<file path="config.mk">
export PLATFORM = sky130hd
export DESIGN_NAME = muldiv_unit_flat
export DESIGN_NICKNAME = d
export VERILOG_FILES = /design/src/rtl/muldiv_pkg.sv /design/src/rtl/muldiv_if.sv /design/src/rtl/muldiv_addsub.sv /design/src/rtl/muldiv_unit.sv /design/src/flat_wrapper.sv
export SDC_FILE = /design/constraint.sdc
export NUM_CORES = 1
export LEC_CHECK = 0
export BUFFER_PORTS_ARGS = -buffer_cell sky130_fd_sc_hd__buf_2
export CORE_MARGIN = 1
export CORE_UTILIZATION = 40
export DETAILED_ROUTE_END_ITERATION = 12
export PLACE_DENSITY = 0.59
export SLEW_MARGIN = 20
export SYNTH_ARGS = -nofsm -noshare
export SYNTH_HDL_FRONTEND = slang
export SYNTH_SLANG_ARGS = --single-unit
</file>
<file path="constraint.sdc">
create_clock -name clk -period 8.3 [get_ports clk]
set_clock_uncertainty 0.15 [all_clocks]
set_input_delay 0.415 -clock clk [delete_from_list [all_inputs] [get_ports clk]]
set_output_delay 0.415 -clock clk [all_outputs]
set_load 0.005 [all_outputs]
</file>
<file path="src/rtl/muldiv_pkg.sv">
// Shared definitions for the iterative multiply/divide unit: op encoding,
// FSM states and op-decoding helpers.
package muldiv_pkg;

   localparam logic [1:0] OP_MULTU = 2'b00;
   localparam logic [1:0] OP_MULT  = 2'b01;
   localparam logic [1:0] OP_DIVU  = 2'b10;
   localparam logic [1:0] OP_DIV   = 2'b11;

   typedef enum logic [1:0] {S_IDLE, S_RUN, S_FIX, S_DONE} state_t;

   function automatic logic op_is_div(input logic [1:0] op);
      return (op == OP_DIVU) || (op == OP_DIV);
   endfunction

   function automatic logic op_is_signed(input logic [1:0] op);
      return (op == OP_MULT) || (op == OP_DIV);
   endfunction

endpackage

</file>
<file path="src/rtl/muldiv_if.sv">
// Handshake, operand and HI/LO bus between the EX stage and the mul/div unit.
interface muldiv_if #(parameter int WIDTH = 32);
   logic             i_start;
   logic [1:0]       i_op;
   logic [WIDTH-1:0] i_src_a;
   logic [WIDTH-1:0] i_src_b;
   logic             i_flush;
   logic             i_hi_we;
   logic             i_lo_we;
   logic [WIDTH-1:0] i_wdata;
   logic             o_busy;
   logic             o_done;
   logic             o_div_zero;
   logic [WIDTH-1:0] o_hi;
   logic [WIDTH-1:0] o_lo;

   modport master (
      output i_start, i_op, i_src_a, i_src_b, i_flush, i_hi_we, i_lo_we, i_wdata,
      input  o_busy, o_done, o_div_zero, o_hi, o_lo
   );

   modport slave (
      input  i_start, i_op, i_src_a, i_src_b, i_flush, i_hi_we, i_lo_we, i_wdata,
      output o_busy, o_done, o_div_zero, o_hi, o_lo
   );
endinterface

</file>
<file path="src/rtl/muldiv_addsub.sv">
// Combinational (WIDTH+1)-bit adder/subtractor shared by shift-add multiply
// and restoring divide. For subtraction, o_carry=1 means i_a >= i_b.
module muldiv_addsub #(parameter int WIDTH = 32) (
   input  logic [WIDTH:0] i_a,
   input  logic [WIDTH:0] i_b,
   input  logic           i_sub,
   output logic [WIDTH:0] o_sum,
   output logic           o_carry
);
   logic [WIDTH+1:0] w_full;

   assign w_full  = {1'b0, i_a} + {1'b0, i_b ^ {(WIDTH+1){i_sub}}}
                  + {{(WIDTH+1){1'b0}}, i_sub};
   assign o_sum   = w_full[WIDTH:0];
   assign o_carry = w_full[WIDTH+1];
endmodule

</file>
<file path="src/rtl/muldiv_unit.sv">
// Iterative radix-2 MULT/MULTU/DIV/DIVU unit owning HI/LO. Operates on
// magnitudes during RUN and applies signs in a single FIX cycle.
module muldiv_unit
   import muldiv_pkg::*;
#(
   parameter int WIDTH = 32
) (
   input  logic     clk,
   input  logic     rst,
   muldiv_if.slave  bus
);
   localparam int CNT_W = $clog2(WIDTH + 1);

   state_t             r_state, w_state_nxt;
   logic [CNT_W-1:0]   r_cnt;
   logic [2*WIDTH-1:0] r_acc;
   logic [WIDTH-1:0]   r_opd, r_a_raw, r_hi, r_lo;
   logic               r_div, r_neg_res, r_neg_rem, r_dz;

   logic               w_start_ok, w_last, w_sgn, w_is_div, w_dz;
   logic [WIDTH-1:0]   w_abs_a, w_abs_b;
   logic [WIDTH:0]     w_add_a, w_add_b, w_sum;
   logic               w_carry;
   logic [2*WIDTH-1:0] w_step, w_prod;
   logic [WIDTH-1:0]   w_fix_hi, w_fix_lo;

   // Flush only blocks a launch from IDLE; a back-to-back start in DONE always goes.
   assign w_start_ok = bus.i_start &&
                       (((r_state == S_IDLE) && !bus.i_flush) || (r_state == S_DONE));
   assign w_last     = (r_cnt == CNT_W'(WIDTH - 1));
   assign w_sgn      = op_is_signed(bus.i_op);
   assign w_is_div   = op_is_div(bus.i_op);
   assign w_abs_a    = (w_sgn && bus.i_src_a[WIDTH-1]) ? -bus.i_src_a : bus.i_src_a;
   assign w_abs_b    = (w_sgn && bus.i_src_b[WIDTH-1]) ? -bus.i_src_b : bus.i_src_b;
   assign w_dz       = r_div && (r_opd == '0);

   always_ff @(posedge clk or posedge rst) begin
      if (rst) r_state <= S_IDLE;
      else     r_state <= w_state_nxt;
   end

   always_comb begin
      w_state_nxt = r_state;
      case (r_state)
         S_IDLE:  if (w_start_ok) w_state_nxt = S_RUN;
         S_RUN:   if (bus.i_flush) w_state_nxt = S_IDLE;
                  else if (w_last) w_state_nxt = S_FIX;
         S_FIX:   w_state_nxt = bus.i_flush ? S_IDLE : S_DONE;
         S_DONE:  w_state_nxt = w_start_ok ? S_RUN : S_IDLE;
         default: w_state_nxt = S_IDLE;
      endcase
   end

   // Divide: trial-subtract divisor from {R, next dividend bit}.
   // Multiply: add multiplicand into the upper half when the LSB is set.
   always_comb begin
      if (r_div) begin
         w_add_a = r_acc[2*WIDTH-1:WIDTH-1];
         w_add_b = {1'b0, r_opd};
      end else begin
         w_add_a = {1'b0, r_acc[2*WIDTH-1:WIDTH]};
         w_add_b = {1'b0, r_opd & {WIDTH{r_acc[0]}}};
      end
   end

   muldiv_addsub #(.WIDTH(WIDTH)) u_addsub (
      .i_a     (w_add_a),
      .i_b     (w_add_b),
      .i_sub   (r_div),
      .o_sum   (w_sum),
      .o_carry (w_carry)
   );

   always_comb begin
      if (r_div)
         w_step = w_carry ? {w_sum[WIDTH-1:0], r_acc[WIDTH-2:0], 1'b1}
                          : {r_acc[2*WIDTH-2:0], 1'b0};
      else
         w_step = {w_sum, r_acc[WIDTH-1:1]};
   end

   assign w_prod = r_neg_res ? -r_acc : r_acc;

   always_comb begin
      w_fix_hi = w_prod[2*WIDTH-1:WIDTH];
      w_fix_lo = w_prod[WIDTH-1:0];
      if (w_dz) begin
         w_fix_hi = r_a_raw;
         w_fix_lo = '1;
      end else if (r_div) begin
         w_fix_hi = r_neg_rem ? -r_acc[2*WIDTH-1:WIDTH] : r_acc[2*WIDTH-1:WIDTH];
         w_fix_lo = r_neg_res ? -r_acc[WIDTH-1:0]       : r_acc[WIDTH-1:0];
      end
   end

   always_ff @(posedge clk or posedge rst) begin
      if (rst) begin
         r_cnt     <= '0;
         r_acc     <= '0;
         r_opd     <= '0;
         r_a_raw   <= '0;
         r_hi      <= '0;
         r_lo      <= '0;
         r_div     <= 1'b0;
         r_neg_res <= 1'b0;
         r_neg_rem <= 1'b0;
         r_dz      <= 1'b0;
      end else begin
         if (r_state == S_IDLE) begin
            if (bus.i_hi_we) r_hi <= bus.i_wdata;
            if (bus.i_lo_we) r_lo <= bus.i_wdata;
         end
         if (w_start_ok) begin
            r_cnt     <= '0;
            r_div     <= w_is_div;
            r_acc     <= {{WIDTH{1'b0}}, w_is_div ? w_abs_a : w_abs_b};
            r_opd     <= w_is_div ? w_abs_b : w_abs_a;
            r_a_raw   <= bus.i_src_a;
            r_neg_res <= w_sgn && (bus.i_src_a[WIDTH-1] ^ bus.i_src_b[WIDTH-1]);
            r_neg_rem <= w_sgn && bus.i_src_a[WIDTH-1];
            r_dz      <= 1'b0;
         end else if (r_state == S_RUN) begin
            r_acc <= w_step;
            r_cnt <= r_cnt + 1'b1;
         end
         if ((r_state == S_FIX) && !bus.i_flush) begin
            r_hi <= w_fix_hi;
            r_lo <= w_fix_lo;
            if (w_dz) r_dz <= 1'b1;
         end
      end
   end

   assign bus.o_busy     = (r_state == S_RUN) || (r_state == S_FIX);
   assign bus.o_done     = (r_state == S_DONE);
   assign bus.o_div_zero = r_dz;
   assign bus.o_hi       = r_hi;
   assign bus.o_lo       = r_lo;

endmodule

</file>
<file path="src/flat_wrapper.sv">
// flat-port wrapper written by rule: the top's interface ports become plain ports
module muldiv_unit_flat import muldiv_pkg::*;
#(
   parameter int WIDTH = 32
)
  (clk, rst, bus_i_start, bus_i_op, bus_i_src_a, bus_i_src_b, bus_i_flush, bus_i_hi_we, bus_i_lo_we, bus_i_wdata, bus_o_busy, bus_o_done, bus_o_div_zero, bus_o_hi, bus_o_lo);
  muldiv_if #(.WIDTH(WIDTH)) bus_i ();
  input  logic clk;
  input  logic rst;
  input wire logic [$bits(bus_i.i_start)-1:0] bus_i_start;
  input wire logic [$bits(bus_i.i_op)-1:0] bus_i_op;
  input wire logic [$bits(bus_i.i_src_a)-1:0] bus_i_src_a;
  input wire logic [$bits(bus_i.i_src_b)-1:0] bus_i_src_b;
  input wire logic [$bits(bus_i.i_flush)-1:0] bus_i_flush;
  input wire logic [$bits(bus_i.i_hi_we)-1:0] bus_i_hi_we;
  input wire logic [$bits(bus_i.i_lo_we)-1:0] bus_i_lo_we;
  input wire logic [$bits(bus_i.i_wdata)-1:0] bus_i_wdata;
  output wire logic [$bits(bus_i.o_busy)-1:0] bus_o_busy;
  output wire logic [$bits(bus_i.o_done)-1:0] bus_o_done;
  output wire logic [$bits(bus_i.o_div_zero)-1:0] bus_o_div_zero;
  output wire logic [$bits(bus_i.o_hi)-1:0] bus_o_hi;
  output wire logic [$bits(bus_i.o_lo)-1:0] bus_o_lo;
  assign bus_i.i_start = bus_i_start;
  assign bus_i.i_op = bus_i_op;
  assign bus_i.i_src_a = bus_i_src_a;
  assign bus_i.i_src_b = bus_i_src_b;
  assign bus_i.i_flush = bus_i_flush;
  assign bus_i.i_hi_we = bus_i_hi_we;
  assign bus_i.i_lo_we = bus_i_lo_we;
  assign bus_i.i_wdata = bus_i_wdata;
  assign bus_o_busy = bus_i.o_busy;
  assign bus_o_done = bus_i.o_done;
  assign bus_o_div_zero = bus_i.o_div_zero;
  assign bus_o_hi = bus_i.o_hi;
  assign bus_o_lo = bus_i.o_lo;
  muldiv_unit #(.WIDTH(WIDTH)) u_core (.clk(clk), .rst(rst), .bus(bus_i));
endmodule
</file>
### Yosys cells after proc, flatten, opt, wreduce, memory -nomap -nowiden

Index checks and enable logic that the tools add are counted.

| cells by class | value |
|---|---|
| add/subtract/negate cells | 8 |
| multipliers | 0 |
| div/mod/pow operators | 0 |
| magnitude comparators | 0 |
| eq/ne operators | 9 |
| shift operators | 0 |
| multiplexer cells | 34 |
| bitwise logic cells | 3 |
| reduce and logical (&&, ||, !) cells | 21 |

Operator list:

| kind | count |
|---|---|
| two-way mux 32 bit | 17 |
| two-way mux 64 bit | 5 |
| negator 32 bit | 4 |
| negator 64 bit | 1 |
| adder 33 x 33 -> 34 bit | 1 |
| adder 34 x 1 -> 34 bit | 1 |
| two-way mux 33 bit | 1 |
| bitwise XOR 32 x 33 -> 33 bit | 1 |
| bitwise AND 32 bit | 1 |
| logical NOT 32 bit | 1 |
| two-way mux 6 bit | 2 |
| equality test 2 bit (second input constant) | 4 |
| two-way mux 2 bit | 4 |
| one-hot mux 2 bit (4 select lines) | 1 |
| nonzero test 2 bit | 4 |
| logical AND 1 bit | 7 |
| adder 6 x 1 -> 6 bit (second input constant) | 1 |
| equality test 6 x 5 -> 1 bit (second input constant) | 1 |
| AND reduction 2 bit | 3 |
| equality test 2 x 1 -> 1 bit (second input constant) | 2 |
| logical OR 1 bit | 4 |
| two-way mux 1 bit | 4 |
| != test 3 x 2 -> 1 bit (second input constant) | 1 |
| logical NOT 2 bit | 1 |
| 3 further kinds | 3 |

| storage, ports and cells | value |
|---|---|
| register bits after elaboration | 204 |
| bits in latches | 0 |
| memory bits (writable) | 0 |
| bits in read-only memories | 0 |
| input port bits | 104 |
| output and inout bits | 67 |
| logic and storage cells | 86 |
| memories kept | 0 |

### Logic depth before layout (Yosys ltp)

Gate-level depths: netlist of the first run.

| logic depth | value |
|---|---|
| word-level depth | 9 |
| gate-level depth with buffers | 19 |
| depth with buffers taken out | 14 |

### Modules after synthesis

A second synthesis of the first run with hierarchy kept.

| second synthesis, totals | value |
|---|---|
| cells, all modules | 2047 |
| area, all modules | 16642.2 um^2 |

By module, submodules not included:

| module | times used | cells each | area an instance (um^2) | sequential area each (um^2) |
|---|---|---|---|---|
| muldiv_unit | 1 | 1741 | 14432.6 | 5104.9 |
| muldiv_addsub | 1 | 306 | 2209.6 | 0.0 |

### Least setup slack after synthesis of the first run

No wires, ideal clock.

| timing | value |
|---|---|
| path type | register to register |
| from | register u_core.r_div |
| to | register u_core.r_acc[47] |
| setup time | 0.142 ns |
| data arrival time | 4.093 ns |
| required time | 8.008 ns |
| slack | 3.916 ns |
| stages on the path, launching flop included | 18 |
| path buffers | 6 |
| clock period less this slack | 4.384 ns |
| path through | dfrtp_1 clkbuf_1 buf_1 clkbuf_1 mux2_2 ha_1 clkbuf_1 a21oi_1 o21ai_0 a21oi_1 o211ai_1 o311ai_2 o211a_1 nor2_1 buf_4 buf_4 a31oi_1 a31oi_1 |

| between the ends | value |
|---|---|
| word-level cells in the longest chain between the ends | 8 |
| elaborated cells on any way between the ends | 9 |
| classes of those cells | add/sub (2); mux (6); bitwise (1) |

RTL lines:

| item | RTL line | source |
|---|---|---|
| start: declaration | muldiv_unit.sv:18 | `logic r_div, r_neg_res, r_neg_rem, r_dz;` |
| start signal: assignment | muldiv_unit.sv:115 | `r_div <= w_is_div;` |
| two-way mux 32 bit | muldiv_unit.sv:57 | `if (r_div) begin` |
| bitwise XOR 32 x 33 -> 33 bit | muldiv_addsub.sv:12 | `assign w_full = {1'b0, i_a} + {1'b0, i_b ^ {(WIDTH+1){i_sub}}}` |
| adder 33 x 33 -> 34 bit | muldiv_addsub.sv:12 |  |
| adder 34 x 1 -> 34 bit | muldiv_addsub.sv:13 | `+ {{(WIDTH+1){1'b0}}, i_sub};` |
| two-way mux 64 bit | muldiv_unit.sv:76 | `w_step = w_carry ? {w_sum[WIDTH-1:0], r_acc[WIDTH-2:0], 1'b1}` |
| two-way mux 64 bit * | muldiv_unit.sv:75 | `if (r_div)` |
| two-way mux 64 bit * | muldiv_unit.sv:122 | `end else if (r_state == S_RUN) begin` |
| two-way mux 64 bit * | muldiv_unit.sv:113 | `if (w_start_ok) begin` |
| end signal: assignment | muldiv_unit.sv:116 | `r_acc <= {{WIDTH{1'b0}}, w_is_div ? w_abs_a : w_abs_b};` |
| end signal: assignment | muldiv_unit.sv:123 | `r_acc <= w_step;` |
| end: declaration | muldiv_unit.sv:16 | `logic [2*WIDTH-1:0] r_acc;` |

Every way passes the cells marked *; elsewhere a longest branch is shown, timed or not. The select of a mux whose other input is x is not followed.
A chain may end at the register's enable or synchronous reset.

### Final worst setup path of the first run

| timing | value |
|---|---|
| from | register u_core.r_div |
| to | register u_core.r_acc[44] |

Same word-level chain as after synthesis.

==> results.json, run 1 <==
{
  "clkTransAtPathRegs_ns": 0.06,
  "clock_latency_ns": 0.53,
  "fp.dieW_um": 202,
  "min_period_ns": 5.46,
  "antenna_found_initial": 1,
  "start_util_pct": 40.9,
  "vias_per_cell": 6.09,
  "synth_ff_type": "dfrtp_1",
  "coreArea_mm2": 0.0390,
  "htree_levels": 1,
  "r2r-end": "u_core.r_acc[44]",
  "maxCapViolCount": 0,
  "hold_violations": 0,
  "status": "complete, no violations",
  "detail_route.wl_per_cell_um": 22.7,
  "antenna_left": 0,
  "p_int_mw": 4.14,
  "final-seq-area_mm2": 0.00511,
  "die_y_um": 202,
  "finalCritPeriodShare_pct": 65.7,
  "r2r_start": "u_core.r_div",
  "n_antenna_cell": 0,
  "reg2reg_slack_ns": 2.84,
  "slew_headroom_pct": 35.5,
  "port_buffers": 170,
  "min_path_type": "in -> reg",
  "dpl.hpwl_mm": 44.2,
  "crit_family": "compound AO/OA/AOI/OAI gates",
  "yosysTopAreaCell": "dfrtp_1",
  "crit_end": "u_core.r_acc[44]",
  "cts-root-buf": "clkbuf_16",
  "ys_seq_area_share_pct": 32.0,
  "grt_first_pass_wirelength_mm": 90.0,
  "grt_usage_pct": 28.5,
  "crit_cells": 13,
  "whs_ns": 0.0125,
  "p_switching_mw": 4.34,
  "async_flop_share_pct": 100,
  "cts_buffers": 25,
  "final_cell_mix": "nand2_1 (333), dfrtp_1 (203), o21ai_0 (181)",
  "cp_max_fo": 63,
  "cp-start-kind": "flip-flop",
  "route.detailed.drc": 0,
  "core.rowCount": 72,
  "worst_pin_slew_ns": 0.959,
  "fmax_ghz": 0.183,
  "r2r_cells": 13,
  "fillers": 3929,
  "io_pins": 171,
  "drtIter0Drc": 1757,
  "ys_seq_elements": 204,
  "slew_viol_final": 0,
  "syn-num-nets": 2136,
  "grt_pass1_vias": 14500,
  "grt_max_degree": 105,
  "synth_area_leaders": "dfrtp_1 (32%), nand2_1 (7.8%), mux2i_1 (6.2%)",
  "cp.buffers_inverters": 2,
  "worstPathArrival_ns": 5.74,
  "nets": 2203,
  "clk_path_buf_depth": 3,
  "irDropWorstVdd_uv": 161,
  "synth_top_area_share_pct": 32.0,
  "p_sw_share_pct": 51.2,
  "syn_area_per_cell_um2": 8.00,
  "crit_top_cell": "buf_4",
  "worstSetupEndpointType": "flip-flop",
  "die_area_mm2": 0.0406,
  "setup_tns_ns": 0,
  "leakage_nw": 7.69,
  "clkSinkCount": 204,
  "rsz0062_at_grt": "false",
  "synth_cells": 1991,
  "tritoncts": "done",
  "p_clk_share_pct": 13.2,
  "slowest_delay_ns": 1.02,
  "required_ns": 8.58,
  "cp_cell_sequence": "buf_4, mux2_2, ha_1, nand2_1, nor4_1, o21bai_1, a21oi_1, o311ai_2, o211a_1, nor2_2, buf_4, mux2i_1, a311oi_1",
  "grt_overflow_total": 0,
  "post_cts_buffers": 0,
  "gp_congestion": 0.973,
  "drive_gt1_share_pct": 14.8,
  "cp_slowest_cell": "dfrtp_4",
  "finalSetupViolations": 0,
  "power_frac_seq_pct": 27.1,
  "p_per_area_mw_per_mm2": 473,
  "area_growth_pct": 12.3,
  "p_comb_share_pct": 59.7,
  "synth-warning-count": 0,
  "vias": 15800,
  "multi_input_area_mm2": 0.0101,
  "startpoint": "u_core.r_div",
  "fin_util_pct": 45.9,
  "worst-setup-path-type": "reg -> reg",
  "first_pass_iters": 6,
  "yosysUniqueCellTypes": 80,
  "drt_wl_total_mm": 58.8,
  "synth-edff-count": 0,
  "syn_area_mm2": 0.0159,
  "final_common_cell": "nand2_1"
}
-- power by group through the flow --
stage	Clock, mW	Sequential (mW)	Combinational (mW)
after detailed placement	0	2.27	4.97
after floorplan	0	1.83	3.80
after global placement	0	2.27	4.94
after CTS	1.13	2.26	4.99
after global routing	1.16	2.35	5.57
final	1.12	2.30	5.06
-- synth_stat cells, drive strengths merged, types with 3 or more instances --
cell,n
or2,8
o221ai,18
and3,23
and2,11
dfrtp,204
a31o,4
mux2,28
a21o,16
nand2,333
mux2i,98
o211ai,41
or4,18
o21ai,184
xor2,72
clkbuf,133
nand2b,9
and3b,3
a2111oi,3
o41ai,14
a22oi,22
a32oi,5
nor2b,9
a221oi,6
buf,24
o22ai,9
o211a,4
nand4,18
a21oi,141
o32ai,3
a211oi,26
a311oi,4
nor4,37
xnor2,73
nor3,33
ha,40
o21a,11
nor2,120
o21bai,7
inv,26
a31oi,34
nand3,42
or3,16
a21boi,3
nand3b,5
o31ai,32
-- state kept, by name, summed over array words and instances (netlist names) --
register and flops:
u_core.r_neg_rem 1, u_core.r_a_raw 32, u_core.bus.o_div_zero 1, u_core.r_acc 64, u_core.r_neg_res 1, u_core.r_state 2, u_core.bus.o_hi 32, u_core.bus.o_lo 32
u_core.r_cnt 6, u_core.r_div 1, u_core.r_opd 32
-- logic make-up after synthesis --
group | after synthesis | synth area share [%]
AOI/OAI and AO/OA | 598 | 23.7
and+or+nand+nor | 693 | 20.4
muxes | 126 | 8.13
DFF | 204 | 32.0
buffers and inverters | 184 | 4.58
xor gates and xnor gates | 145 | 7.97
adders and majority gates | 41 | 3.27
-- tightest hold or removal path, stage by stage --
cell	delay (ns)
buf_2	0.14
nand2_1	0.07
nand2_1	0.04
-- how the worst min path moves through the flow --
| stage | startpoint | to | slack (ns) | cells after the start |
|---|---|---|---|---|
| after CTS | bus_i_src_a[31] | u_core.r_a_raw[31] | 0.002 | 3 |
| after global routing | bus_i_wdata[0] | u_core.bus.o_lo[0] | 0.01 | 3 |
| final | bus_i_src_a[31] | u_core.r_a_raw[31] | 0.01 | 3 |
| after floorplan | u_core.r_a_raw[18] | u_core.r_a_raw[18] | 0.29 | 2 |
| after detailed placement | u_core.r_a_raw[2] | u_core.r_a_raw[2] | 0.31 | 2 |
| after global placement | u_core.r_a_raw[2] | u_core.r_a_raw[2] | 0.31 | 2 |
-- what timing repair did --
| action | CTS | global route |
|---|---|---|
| hold buffers | 5 | 0 |
| resized for setup | 0 | 0 |
| hold endpoints to repair | 71 | 0 |
-- layout make-up --
cell class	instances	share of cell area, %
sequential	204	28.5
clock buffer	36	4.23
inverter	27	0.608
multi-input combinational	1603	56.6
tap	518	3.62
timing repair buffer	197	5.95
clock inverter	9	0.433
-- per-stage QoR --
| stage | setup WS, ns | total power [mW] | instances | cell area (um^2) |
|---|---|---|---|---|
| 2_1_floorplan | 2.17 | 5.63 | 1991 | 15900 |
| 3_3_place_gp | 3.03 | 7.21 | 2544 | 17000 |
| 3_5_place_dp | 2.94 | 7.24 | 2544 | 17000 |
| 4_1_cts | 2.92 | 8.38 | 2594 | 17900 |
| 5_1_grt | 2.46 | 9.08 | 2594 | 17900 |
| 6_report | 2.84 | 8.48 | 2594 | 17900 |
-- per-layer routing --
metal / global-route usage, % / vias to the layer above / share of wire [%]
met5: 0 / - / 0.022
met1: 43.5 / 7626 / 47
met2: 40.5 / 714 / 41
li1: - / 7361 / -
met4: 9.36 / 2 / 3.7
met3: 4.31 / 94 / 8.2
(Power assumes the default switching activity.)
==> run 2, diff against run 1 <==
clock period = 5.6 ns   (was 8.3 ns; I/O delays follow)
==> results.json, run 2 (same netlist as run 1, synthesis figures left out) <==
{
  "fillers": 3834,
  "cp_slowest_cell": "nor2_2",
  "fin_util_pct": 47.7,
  "hold_violations": 0,
  "slew_viol_final": 0,
  "fmax_ghz": 0.206,
  "htree_levels": 1,
  "drtIter0Drc": 1632,
  "cp-start-kind": "flip-flop",
  "irDropWorstVdd_uv": 266,
  "final_common_cell": "nand2_1",
  "cp.buffers_inverters": 2,
  "first_pass_iters": 8,
  "cts_buffers": 25,
  "largest_reg_flops": 64,
  "gp_congestion": 0.974,
  "finalCritPeriodShare_pct": 86.6,
  "vias": 15900,
  "grt_first_pass_wirelength_mm": 89.9,
  "grt_pass1_vias": 14700,
  "cts-root-buf": "clkbuf_16",
  "area_growth_pct": 16.8,
  "antenna_found_initial": 1,
  "crit_family": "compound AO/OA/AOI/OAI gates",
  "coreArea_mm2": 0.0390,
  "clock_latency_ns": 0.55,
  "grt_overflow_total": 0,
  "dpl.hpwl_mm": 44.5,
  "setup_tns_ns": 0,
  "nets": 2267,
  "whs_ns": 0.0153,
  "setup_slack_ns": 0.753,
  "antenna_left": 0,
  "final_cell_mix": "nand2_1 (333), dfrtp_1 (203), o21ai_0 (181)",
  "cp_max_fo": 41,
  "min_path_type": "in -> reg",
  "clk_path_buf_depth": 3,
  "status": "complete, no violations",
  "post_cts_buffers": 0,
  "die_area_mm2": 0.0406,
  "core.rowCount": 72,
  "regMostFlops": "u_core.r_acc",
  "worstPathArrival_ns": 5.14,
  "leakage_nw": 7.98,
  "cp_cell_sequence": "buf_4, mux2_2, ha_1, and2_1, and3_1, nand3_1, a21oi_1, o311ai_2, o211a_1, nor2_2, buf_4, a31oi_1, a221oi_1",
  "fp.dieW_um": 202,
  "route.detailed.drc": 0,
  "worstSetupEndpointType": "flip-flop",
  "worst-setup-path-type": "reg -> reg",
  "grt_usage_pct": 28.4,
  "start_util_pct": 40.9,
  "grt_max_degree": 114,
  "drive_gt1_share_pct": 14.5,
  "die_y_um": 202,
  "finalSetupViolations": 0,
  "final-seq-area_mm2": 0.00511,
  "vias_per_cell": 5.97,
  "cts_resized": 0,
  "drt_wl_total_mm": 59.2,
  "port_buffers": 170,
  "n_antenna_cell": 0,
  "slowest_delay_ns": 0.68,
  "tritoncts": "done",
  "multi_input_area_mm2": 0.0101,
  "required_ns": 5.89,
  "io_pins": 171,
  "crit_top_cell": "buf_4",
  "worst_pin_slew_ns": 1.01,
  "rsz0062_at_grt": "false",
  "detail_route.wl_per_cell_um": 22.3,
  "clkTransAtPathRegs_ns": 0.06,
  "min_period_ns": 4.85,
  "hold_buffers": 65,
  "maxCapViolCount": 0,
  "clkSinkCount": 204,
  "p_per_area_mw_per_mm2": 686,
  "post-place-ws_ns": 0.804,
  "slew_headroom_pct": 32.3
}
## run 2: changes by cell type in the layout (fill, tap and decap cells not counted), sizes merged
cell | previous run | this run
bufinv | 1 | 2
inv | 27 | 28
clkbuf | 36 | 37
clkinvlp | 0 | 2
clkinv | 8 | 4
dlygate4sd3 | 5 | 65
buf | 192 | 196
## run 2: path summary, 6_finish.rpt
kind | endpoint | cells after the start | slack (ns) | start
max | u_core.r_acc[50] | 13 | 0.75 | u_core.r_div
min | u_core.r_state[0] | 3 | 0.02 | bus_i_start
max reg2reg | u_core.r_acc[50] | 13 | 0.75 | u_core.r_div
min reg2reg | u_core.r_a_raw[18] | 2 | 0.32 | u_core.r_a_raw[18]
max in group asynchronous | u_core.bus.o_lo[25] | 4 | 4.13 | rst
min in group asynchronous | u_core.bus.o_hi[30] | 3 | 0.12 | rst
## run 2: layout make-up
cell class	count	area share [%]
inverters	27	0.564
repair buffers	261	9.33
flip-flops and latches	204	27.4
clock buffers	37	4.09
multi-input cells	1603	54.4
well taps	518	3.48
clock inverters	9	0.665
## run 2: metal layers
metal | part of all wire (%) | track usage [%] | vias up
li1 | - | - | 7487
met1 | 47 | 43.0 | 7573
met2 | 43 | 42.4 | 731
met3 | 8.0 | 3.19 | 88
met4 | 2.8 | 7.79 | 0
met5 | 0 | 0 | -
## run 2: where the power goes
part           total, mW  internal [mW]  switching (mW)
Clock               1.74           1.04           0.697
Combinational       7.71           3.00            4.71
Sequential          3.33           2.20            1.12
## run 2: worst register-to-register path: stages, from the launching register on
cell,delay (ns)
dfrtp_4,0.57
buf_4,0.47
mux2_2,0.40
ha_1,0.35
and2_1,0.21
and3_1,0.19
nand3_1,0.08
a21oi_1,0.36
o311ai_2,0.22
o211a_1,0.29
nor2_2,0.68
buf_4,0.40
a31oi_1,0.12
a221oi_1,0.26
## run 2: stage by stage
stage / cells / area, um^2 / power [mW]
CTS: 2659 / 18600 / 12.6
global placement: 2548 / 17100 / 10.7
finish: 2659 / 18600 / 12.8
global route: 2659 / 18600 / 13.6
floorplan: 1991 / 15900 / 8.35
detailed placement: 2548 / 17100 / 10.8
